## config.mk

```make
export PLATFORM = sky130hd
export DESIGN_NAME = ai_mc_burst_sched
export DESIGN_NICKNAME = d
export VERILOG_FILES = /design/src/rtl/ai_mc_burst_sched.sv
export SDC_FILE = /design/constraint.sdc
export NUM_CORES = 1
export LEC_CHECK = 0
export ABC_CLOCK_PERIOD_IN_PS = 10800
export BUFFER_PORTS_ARGS = -buffer_cell sky130_fd_sc_hd__buf_2
export CAP_MARGIN = 40
export CORE_MARGIN = 3
export CORE_UTILIZATION = 57
export DETAILED_ROUTE_END_ITERATION = 10
export PLACE_DENSITY = 0.86
export SLEW_MARGIN = 20
export SYNTH_ARGS = -nofsm -noshare
export SYNTH_HDL_FRONTEND = slang
export SYNTH_SLANG_ARGS = --single-unit
```

## constraint.sdc

```tcl
create_clock -name clk -period 10.8 [get_ports clk]
set_clock_uncertainty 0.05 [all_clocks]
set_input_delay 0.54 -clock clk [delete_from_list [all_inputs] [get_ports clk]]
set_output_delay 0.54 -clock clk [all_outputs]
set_load 0.05 [all_outputs]
```

## src/rtl/ai_mc_burst_sched.sv

```systemverilog
// Multi-channel burst scheduler: round-robin command arbitration, sub-burst
// splitting toward the PHY, beat streaming to/from the data FIFOs, sticky errors.
//
// state | meaning
// IDLE  | arbitrate command channels, accept one command
// SETUP | phy_start pulse is out, per-burst counters cleared
// XFER  | move beats, track phy_done, run watchdog and protocol checks
// NEXT  | advance address/remainder, then finish or start next sub-burst
module ai_mc_burst_sched #(
  parameter  int NCH        = 2,
  parameter  int ADDR_W     = 32,
  parameter  int LEN_W      = 16,
  parameter  int DATA_W     = 32,
  parameter  int MAX_BURST  = 16,
  parameter  int TIMEOUT    = 1023,
  localparam int CH_W       = (NCH > 1) ? $clog2(NCH) : 1,
  localparam int BEAT_BYTES = DATA_W / 8
) (
  input  logic                  clk,
  input  logic                  rst,
  input  logic [NCH-1:0]        cmd_valid,
  output logic [NCH-1:0]        cmd_ready,
  input  logic [NCH-1:0]        cmd_wr,
  input  logic [NCH*ADDR_W-1:0] cmd_addr,
  input  logic [NCH*LEN_W-1:0]  cmd_len,
  output logic                  cmd_done,
  output logic [CH_W-1:0]       cmd_done_ch,
  output logic                  phy_start,
  output logic                  phy_dir,
  output logic [ADDR_W-1:0]     phy_addr,
  output logic [LEN_W-1:0]      phy_len,
  input  logic                  phy_done,
  input  logic                  phy_rd_valid,
  input  logic [DATA_W-1:0]     phy_rd_data,
  output logic                  rd_fifo_wen,
  output logic [DATA_W-1:0]     rd_fifo_wdata,
  input  logic                  rd_fifo_full,
  input  logic [DATA_W-1:0]     wr_fifo_rdata,
  input  logic                  wr_fifo_empty,
  output logic                  wr_fifo_ren,
  output logic                  phy_wr_valid,
  output logic [DATA_W-1:0]     phy_wr_data,
  input  logic                  phy_wr_ready,
  output logic                  mem_error,
  output logic [1:0]            err_code,
  input  logic                  err_clr
);

  typedef enum logic [1:0] {S_IDLE, S_SETUP, S_XFER, S_NEXT} state_t;

  state_t             state_q, state_d;
  logic [CH_W-1:0]    rr_ptr_q, rr_ptr_d;
  logic               dir_q, dir_d;
  logic [ADDR_W-1:0]  cur_addr_q, cur_addr_d;
  logic [LEN_W-1:0]   remain_q, remain_d;
  logic [CH_W-1:0]    ch_q, ch_d;
  logic [LEN_W-1:0]   sub_len_q, sub_len_d;
  logic [LEN_W-1:0]   beat_cnt_q, beat_cnt_d;
  logic               done_seen_q, done_seen_d;
  logic [15:0]        wdog_q, wdog_d;
  logic               mem_error_q, mem_error_d;
  logic [1:0]         err_code_q, err_code_d;
  logic               phy_start_q, phy_start_d;
  logic               phy_dir_q, phy_dir_d;
  logic [ADDR_W-1:0]  phy_addr_q, phy_addr_d;
  logic [LEN_W-1:0]   phy_len_q, phy_len_d;
  logic               cmd_done_q, cmd_done_d;
  logic [CH_W-1:0]    cmd_done_ch_q, cmd_done_ch_d;

  logic               grant_vld;
  logic [CH_W-1:0]    grant_ch;
  logic [ADDR_W-1:0]  sel_addr;
  logic [LEN_W-1:0]   sel_len;
  logic               in_xfer, rd_hit, room, beat, activity, done_any;
  logic [LEN_W-1:0]   cnt_next, remain_nx;
  logic [ADDR_W-1:0]  addr_nx;
  logic               err_proto, err_ovf, err_tmo, err_any;
  logic [1:0]         err_val;

  function automatic logic [LEN_W-1:0] clip(input logic [LEN_W-1:0] n);
    return (n > LEN_W'(MAX_BURST)) ? LEN_W'(MAX_BURST) : n;
  endfunction

  // Scan downward so the lowest offset from rr_ptr wins.
  always_comb begin
    grant_vld = 1'b0;
    grant_ch  = '0;
    for (int k = NCH - 1; k >= 0; k--) begin
      if (cmd_valid[(int'(rr_ptr_q) + k) % NCH]) begin
        grant_vld = 1'b1;
        grant_ch  = CH_W'((int'(rr_ptr_q) + k) % NCH);
      end
    end
  end

  always_comb begin
    cmd_ready = '0;
    if (state_q == S_IDLE && grant_vld) cmd_ready[grant_ch] = 1'b1;
  end

  assign sel_addr = cmd_addr[grant_ch*ADDR_W +: ADDR_W];
  assign sel_len  = cmd_len[grant_ch*LEN_W +: LEN_W];

  assign in_xfer       = (state_q == S_XFER);
  assign room          = (beat_cnt_q < sub_len_q);
  assign rd_hit        = in_xfer && !dir_q && phy_rd_valid;
  assign rd_fifo_wen   = rd_hit && room && !rd_fifo_full;
  assign rd_fifo_wdata = rd_fifo_wen ? phy_rd_data : '0;
  assign phy_wr_valid  = in_xfer && dir_q && !wr_fifo_empty && room;
  assign wr_fifo_ren   = phy_wr_valid && phy_wr_ready;
  assign phy_wr_data   = phy_wr_valid ? wr_fifo_rdata : '0;

  assign beat     = rd_fifo_wen || wr_fifo_ren;
  assign activity = rd_hit || wr_fifo_ren || phy_done;
  assign cnt_next = beat_cnt_q + {{(LEN_W-1){1'b0}}, beat};
  assign done_any = done_seen_q || phy_done;

  // Dropped overflow beats still count as activity for the watchdog.
  assign err_proto = in_xfer && ((rd_hit && !room) || (phy_done && (cnt_next < sub_len_q)));
  assign err_ovf   = rd_hit && room && rd_fifo_full;
  assign err_tmo   = in_xfer && !activity && ((wdog_q + 16'd1) == 16'(TIMEOUT));
  assign err_any   = err_proto || err_ovf || err_tmo;
  assign err_val   = err_proto ? 2'd3 : (err_ovf ? 2'd2 : 2'd1);

  always_comb begin
    state_d       = state_q;
    rr_ptr_d      = rr_ptr_q;
    dir_d         = dir_q;
    cur_addr_d    = cur_addr_q;
    remain_d      = remain_q;
    ch_d          = ch_q;
    sub_len_d     = sub_len_q;
    beat_cnt_d    = beat_cnt_q;
    done_seen_d   = done_seen_q;
    wdog_d        = wdog_q;
    mem_error_d   = mem_error_q;
    err_code_d    = err_code_q;
    phy_start_d   = 1'b0;
    phy_dir_d     = 1'b0;
    phy_addr_d    = '0;
    phy_len_d     = '0;
    cmd_done_d    = 1'b0;
    cmd_done_ch_d = '0;
    remain_nx     = remain_q - sub_len_q;
    addr_nx       = cur_addr_q + ADDR_W'(sub_len_q) * ADDR_W'(BEAT_BYTES);

    case (state_q)
      S_IDLE: begin
        if (grant_vld) begin
          dir_d      = cmd_wr[grant_ch];
          cur_addr_d = sel_addr;
          remain_d   = sel_len;
          ch_d       = grant_ch;
          rr_ptr_d   = CH_W'((int'(grant_ch) + 1) % NCH);
          if (sel_len == '0) begin
            sub_len_d     = '0;
            state_d       = S_NEXT;
            cmd_done_d    = 1'b1;
            cmd_done_ch_d = grant_ch;
          end else begin
            sub_len_d   = clip(sel_len);
            state_d     = S_SETUP;
            phy_start_d = 1'b1;
            phy_dir_d   = cmd_wr[grant_ch];
            phy_addr_d  = sel_addr;
            phy_len_d   = clip(sel_len);
          end
        end
      end
      S_SETUP: begin
        beat_cnt_d  = '0;
        done_seen_d = 1'b0;
        wdog_d      = '0;
        state_d     = S_XFER;
      end
      S_XFER: begin
        beat_cnt_d  = cnt_next;
        done_seen_d = done_any;
        wdog_d      = activity ? 16'd0 : wdog_q + 16'd1;
        if (err_any) begin
          state_d       = S_IDLE;
          cmd_done_d    = 1'b1;
          cmd_done_ch_d = ch_q;
        end else if ((cnt_next == sub_len_q) && done_any) begin
          state_d = S_NEXT;
          if (remain_q == sub_len_q) begin
            cmd_done_d    = 1'b1;
            cmd_done_ch_d = ch_q;
          end
        end
      end
      S_NEXT: begin
        remain_d   = remain_nx;
        cur_addr_d = addr_nx;
        if (remain_nx == '0) begin
          state_d = S_IDLE;
        end else begin
          sub_len_d   = clip(remain_nx);
          state_d     = S_SETUP;
          phy_start_d = 1'b1;
          phy_dir_d   = dir_q;
          phy_addr_d  = addr_nx;
          phy_len_d   = clip(remain_nx);
        end
      end
      default: state_d = S_IDLE;
    endcase

    // First error is kept; a new error in the clear cycle replaces it.
    if (err_any) begin
      mem_error_d = 1'b1;
      if (!mem_error_q || err_clr) err_code_d = err_val;
    end else if (err_clr) begin
      mem_error_d = 1'b0;
      err_code_d  = 2'd0;
    end
  end

  always_ff @(posedge clk) begin
    if (rst) begin
      state_q       <= S_IDLE;
      rr_ptr_q      <= '0;
      dir_q         <= 1'b0;
      cur_addr_q    <= '0;
      remain_q      <= '0;
      ch_q          <= '0;
      sub_len_q     <= '0;
      beat_cnt_q    <= '0;
      done_seen_q   <= 1'b0;
      wdog_q        <= '0;
      mem_error_q   <= 1'b0;
      err_code_q    <= 2'd0;
      phy_start_q   <= 1'b0;
      phy_dir_q     <= 1'b0;
      phy_addr_q    <= '0;
      phy_len_q     <= '0;
      cmd_done_q    <= 1'b0;
      cmd_done_ch_q <= '0;
    end else begin
      state_q       <= state_d;
      rr_ptr_q      <= rr_ptr_d;
      dir_q         <= dir_d;
      cur_addr_q    <= cur_addr_d;
      remain_q      <= remain_d;
      ch_q          <= ch_d;
      sub_len_q     <= sub_len_d;
      beat_cnt_q    <= beat_cnt_d;
      done_seen_q   <= done_seen_d;
      wdog_q        <= wdog_d;
      mem_error_q   <= mem_error_d;
      err_code_q    <= err_code_d;
      phy_start_q   <= phy_start_d;
      phy_dir_q     <= phy_dir_d;
      phy_addr_q    <= phy_addr_d;
      phy_len_q     <= phy_len_d;
      cmd_done_q    <= cmd_done_d;
      cmd_done_ch_q <= cmd_done_ch_d;
    end
  end

  assign phy_start   = phy_start_q;
  assign phy_dir     = phy_dir_q;
  assign phy_addr    = phy_addr_q;
  assign phy_len     = phy_len_q;
  assign cmd_done    = cmd_done_q;
  assign cmd_done_ch = cmd_done_ch_q;
  assign mem_error   = mem_error_q;
  assign err_code    = err_code_q;

endmodule

```

* Word-level counts from Yosys, hierarchy flattened *
Index checks and enable logic that the tools add are counted.

storage, ports and cells
  input port bits = 172
  bits in registers = 157
  output and inout bits = 124

cells by class
  muxes and demuxes = 70
  add/sub/neg operators = 6
  magnitude comparators = 8
  shift operators = 2
  bitwise logic cells = 1
  reduce and logical (&&, ||, !) cells = 42
  equal/unequal tests = 10

operators with widths
  operator                                                        count
  2-to-1 mux 32 bit                                               6
  case mux 16 bit (2 select lines)                                5
  2-to-1 mux 16 bit                                               9
  case mux 32 bit (2 select lines)                                2
  indexed part select 64 x 7 -> 32 bit                            1
  adder 32 x 18 -> 32 bit                                         1
  == test 16 bit                                                  2
  greater-than comparator 16 x 5 -> 1 bit, second input constant  2
  zero test 16 bit                                                2
  less-than comparator 16 bit                                     2
  indexed part select 32 x 6 -> 16 bit                            1
  2-to-1 mux 1 bit                                                31
  2-to-1 mux 2 bit                                                10
  logical AND 1 bit                                               17
  adder 16 x 1 -> 16 bit                                          1
  adder 16 x 1 -> 16 bit, second input constant                   1
  == test 16 x 10 -> 1 bit, second input constant                 1
  subtractor 16 bit                                               1
  case mux 1 bit (2 select lines)                                 5
  logical OR 1 bit                                                8
  case mux 2 bit (4 select lines)                                 1
  AND reduction 2 bit                                             4
  zero test 1 bit                                                 6
  nonzero test 2 bit                                              3
  13 further kinds                                                17

* Logic depth before layout (Yosys ltp) *
  depth after elaboration = 15
  mapped depth = 24

* Worst setup path after synthesis *
OpenSTA, ideal clock, no wires.

  path type = register to register
  start = reg sub_len_q[9]
  end = reg state_q[0]
  path buffers = 1
  data required time = 10.630 ns
  cell stages (with the launch flop) = 25
  slack = 4.823 ns
  data arrival time = 5.807 ns
  library setup time = 0.120 ns
  path through = dfxtp_1 inv_1 ha_1 a21o_1 a2111oi_0 o31ai_1 a21o_1 nor3_1 or2_2 ha_1 ha_1 nand3_1 nor2_1 and3_1 clkbuf_1 nand3_1 xnor2_1 ha_1 nand4_1 nand2b_1 a31oi_1 a2111oi_0 nand3b_1 nor2_1 o31a_1

between the ends
  cells in the longest elaborated chain, start to end = 13

ends and longest elaborated chain
  what                                                                           line  RTL
  start: declaration                                                             57    logic [LEN_W-1:0] sub_len_q, sub_len_d;
  start signal: assignment                                                       246   sub_len_q <= sub_len_d;
  less-than comparator 16 bit (*)                                                105   assign room = (beat_cnt_q < sub_len_q);
  logical AND 1 bit (*)                                                          109   assign phy_wr_valid = in_xfer && dir_q && !wr_fifo_empty && room;
  logical AND 1 bit (*)                                                          110   assign wr_fifo_ren = phy_wr_valid && phy_wr_ready;
  named net wr_fifo_ren                                                          40    output logic wr_fifo_ren,
  logical OR 1 bit                                                               113   assign beat = rd_fifo_wen || wr_fifo_ren;
  adder 16 x 1 -> 16 bit                                                         115   assign cnt_next = beat_cnt_q + {{(LEN_W-1){1'b0}}, beat};
  less-than comparator 16 bit                                                    119   assign err_proto = in_xfer && ((rd_hit && !room) || (phy_done && (cnt_next < sub_len_q)));
  logical AND 1 bit                                                              119
  logical OR 1 bit                                                               119
  logical AND 1 bit                                                              119
  logical OR 1 bit (2 in a row)                                                  122   assign err_any = err_proto || err_ovf || err_tmo;
  2-to-1 mux 2 bit / inequality test 3 x 1 -> 1 bit (equally long branches)      n/a
  case mux 2 bit (4 select lines) / AND reduction 2 bit (equally long branches)  n/a
  end signal: assignment                                                         240   state_q <= state_d;
  end: declaration                                                               51    state_t state_q, state_d;

The timed path passes the listed nets; every way through them passes the cells marked *.
A chain may end at the register's enable or synchronous reset.

* Worst setup path in the final report *
  start = reg sub_len_q[9]
  end = reg state_q[0]

between the ends
  cells in the longest elaborated chain, start to end = 13

ends and longest elaborated chain
  what                                                                           line
  less-than comparator 16 bit                                                    105
  logical AND 1 bit (on tied branches)                                           107, 120, 109
  logical AND 1 bit (on tied branches)                                           107, 110
  logical OR 1 bit                                                               113
  adder 16 x 1 -> 16 bit                                                         115
  less-than comparator 16 bit                                                    119
  logical AND 1 bit                                                              119
  logical OR 1 bit                                                               119
  logical AND 1 bit                                                              119
  logical OR 1 bit (2 in a row)                                                  122
  2-to-1 mux 2 bit / inequality test 3 x 1 -> 1 bit (equally long branches)      n/a
  case mux 2 bit (4 select lines) / AND reduction 2 bit (equally long branches)  n/a

Parallel ways exist; a longest one is shown, timed or not.

==> impl_metrics.csv <==
group,metric,value,unit
layout,final_nets,1784,
sta,finalSetupViolCount,0,
power,pwr-share-clk,32.0,%
route,vias_per_cell,6.07,
setup_path,arrival,6.85,ns
cts,ctsHoldBuffers,0,
global_route,grt_util_all_layers,31.4,%
yosys,synth_top_flop_cell,"dfxtp_1",
power,switching_share,37.9,%
sta,slew_violations,0,
setup_path,crit_top_cell,"ha_1",
die,num_io_pins,296,
setup_path,cp_slowest_cell,"nor3_4",
yosys,ys_types,81,
global_route,grt_first_pass_wirelength,51200,microns
cts,cts_buffers,17,
cts,cts_htree_levels,4,
die,core-area,17500,sq um
cts,insertion_delay,0.44,ns
cts,ctsResizeCount,0,
place,dp.final_hpwl,23400,microns
layout,num_antenna_cells,0,
setup_path,r2r-start,"sub_len_q[9]$_SDFFE_PP0P_",
setup_path,crit_type,"flip-flop to flip-flop",
cts,clockRootBuffer,"clkbuf_16",
layout,drive_above_1_share,24.4,%
die,die_x,141,microns
setup_path,cp_slowest_stage_delay,0.74,ns
sta,timing.final.crit_share,60.9,%
yosys,yosysWarnings,0,
setup_path,start_kind,"flip-flop",
sta,worst_pin_slew,0.848,ns
power,irDropWorstVdd,0.134,mV
sta,rsz0062_at_grt,"false",
route,routed_wl,32400,microns
place,place_congestion,0.965,
power,powerDensity,160,nW/um^2
global_route,grt_pass1_vias,10026,
place,portBuffers,295,
yosys,syn_avg_cell_area,8.13,sq um
yosys,netlist_area,10300,sq um
route,vias,10796,
setup_path,startpoint,"sub_len_q[9]$_SDFFE_PP0P_",
die,dieArea,19800,sq um
run,cap_violations,0,
yosys,async_flop_share,0,%
cts,clk_pin_slew,0.07,ns
route,drtIter0Drc,1182,
power,cellLeakagePower,5.89,nW
setup_path,end_kind,"flip-flop",
power,seqPwrFrac,33.6,%
yosys,syn_inst,1273,
layout,area_growth,21.7,%
sta,fin_crit,6.57,ns
route,drt_first_pass_iters,5,
route,detail-route-antenna-nets,0,
yosys,seq_area_frac_synth,30.4,%
cts,clockBufferDepth,2,
sta,fin_setup_tns,0,ns
route,route.detailed.drc,0,
setup_path,r2r_setup_slack,4.23,ns
hold_path,hp-class,"input pin to flip-flop",
setup_path,crit_required,11.08,ns
cts,postCtsSetupRepairBufs,0,
layout,mostFrequentLayoutCells,"buf_2 (295), dfxtp_1 (157), nand2_1 (99)",
layout,layout_commonest_cell,"buf_2",
sta,final.hold.worst_slack,0.358,ns
setup_path,critical_path.max_fanout,34,
status,status,"finished clean",
global_route,gr-total-overflow,0,
yosys,synth-edff-count,0,
power,p_int,1.25,mW
yosys,synth-seq-cells,157,
power,pwr-share-comb,34.4,%
global_route,antenna_found_initial,0,
die,start_util,59.0,%
hold_path,holdCritStartpoint,"cmd_addr[43]",
sta,slew_headroom,43.3,%
power,p_switching,0.763,mW
setup_path,cp_cell_sequence,"inv_1 -> ha_1 -> a21o_1 -> a2111oi_0 -> o31ai_1 -> a21o_1 -> nor3_4 -> or2_2 -> ha_1 -> ha_1 -> nand3_1 -> nor2_1 -> and3_1 -> nand3_1 -> xnor2_1 -> ha_1 -> nand4_1 -> nor3_1 -> a2111oi_0 -> buf_1 -> nand3b_1 -> o41a_1 -> o31a_1",
sta,hold_viol,0,
route,wl_per_cell,18.2,microns
cts,cts_tree,"yes",
die,rows,48,
die,die_y,141,microns
global_route,grt_max_degree,63,
cts,clkSinkCount,157,
sta,clock.fmax,152,MHz
[path summary, 6_finish.rpt]
path / to / cells after the start
hold reg to reg: cur_addr_q[2]$_SDFFE_PP0P_ / 2
setup / recovery: state_q[0]$_SDFFE_PP0P_ / 23
setup reg to reg: state_q[0]$_SDFFE_PP0P_ / 23
hold / removal: phy_addr[11]$_SDFF_PP0_ / 3
[state kept, by name, summed over array words and instances (netlist names), 2 cells and up]
register / cells
wdog_q: 16
remain_q: 16
beat_cnt_q: 16
cur_addr_q: 32
sub_len_q: 16
state_q: 2
phy_addr: 32
err_code: 2
phy_len: 16
[layer usage]
metal	share of wire, %	vias up	global-route usage [%]
li1	-	5169	-
met3	8.5	83	6.34
met2	46	511	50.1
met1	42	5033	42.7
met5	0	-	0
met4	3.0	0	10.1
[stage by stage]
| step | setup slack (ns) | utilization (%) | instance area [sq um] | power (mW) | cells |
|---|---|---|---|---|---|
| 2_1_floorplan | 4.82 | - | 10400 | 1.17 | 1283 |
| 5_1_grt | 3.80 | 71.8 | 12600 | 2.10 | 1779 |
| 3_3_place_gp | 3.99 | 68.2 | 12000 | 1.34 | 1746 |
| 6_report | 4.23 | 71.8 | 12600 | 2.01 | 1779 |
| 3_5_place_dp | 4.38 | 68.3 | 12000 | 1.35 | 1747 |
| 4_1_cts | 4.34 | 71.8 | 12600 | 2.00 | 1779 |
[cell families (layout without fill, tap and decap cells)]
family	Yosys count	in the layout	synth area share, %
buffers and inverters	115	386	4.55
xor gates and xnor gates	59	59	4.99
other	1	11	0.0362
adders and majority gates	71	71	8.73
and+or+nand+nor	445	445	22.4
DFF	157	157	30.4
muxes	59	59	5.81
AOI/OAI and AO/OA	366	366	23.1
[cell type report]
class	instances	area [sq um]
multi-input cells	1011	6810
fillers	1362	4940
flip-flops and latches	157	3140
repair buffers	306	1560
clock buffers	17	425
well taps	225	282
clock inverters	15	199
inverters	48	180
[power by group through the flow]
stage	Combinational, mW	Clock, mW	Sequential (mW)
after detailed placement	0.668	0	0.686
after global placement	0.655	0	0.684
after floorplan	0.437	0	0.737
after global routing	0.744	0.673	0.680
after CTS	0.678	0.647	0.674
final	0.692	0.644	0.676
[worst max-delay path, delay by kind of cell (launching register included)]
kind / cells / cell delay (ns)
simple gates: 9 / 2.67
buf+inv: 2 / 0.25
flops: 1 / 0.35
fa+ha+maj: 4 / 1.03
xor+xnor: 1 / 0.17
compound gates: 7 / 1.91
[cell usage after synthesis (31+ instances only)]
cell type | instances | area [sq um]
dfxtp_1 | 157 | 3140
nand2_1 | 99 | 372
a21oi_1 | 93 | 465
nor2_1 | 85 | 319
and2_1 | 82 | 513
o21ai_0 | 73 | 365
ha_1 | 69 | 863
mux2i_1 | 50 | 500
inv_1 | 48 | 180
clkbuf_1 | 46 | 173
o22ai_1 | 38 | 238
nor3_1 | 37 | 185
xor2_1 | 32 | 280
nand3_1 | 31 | 155
Power figures use the tool's default switching activity.
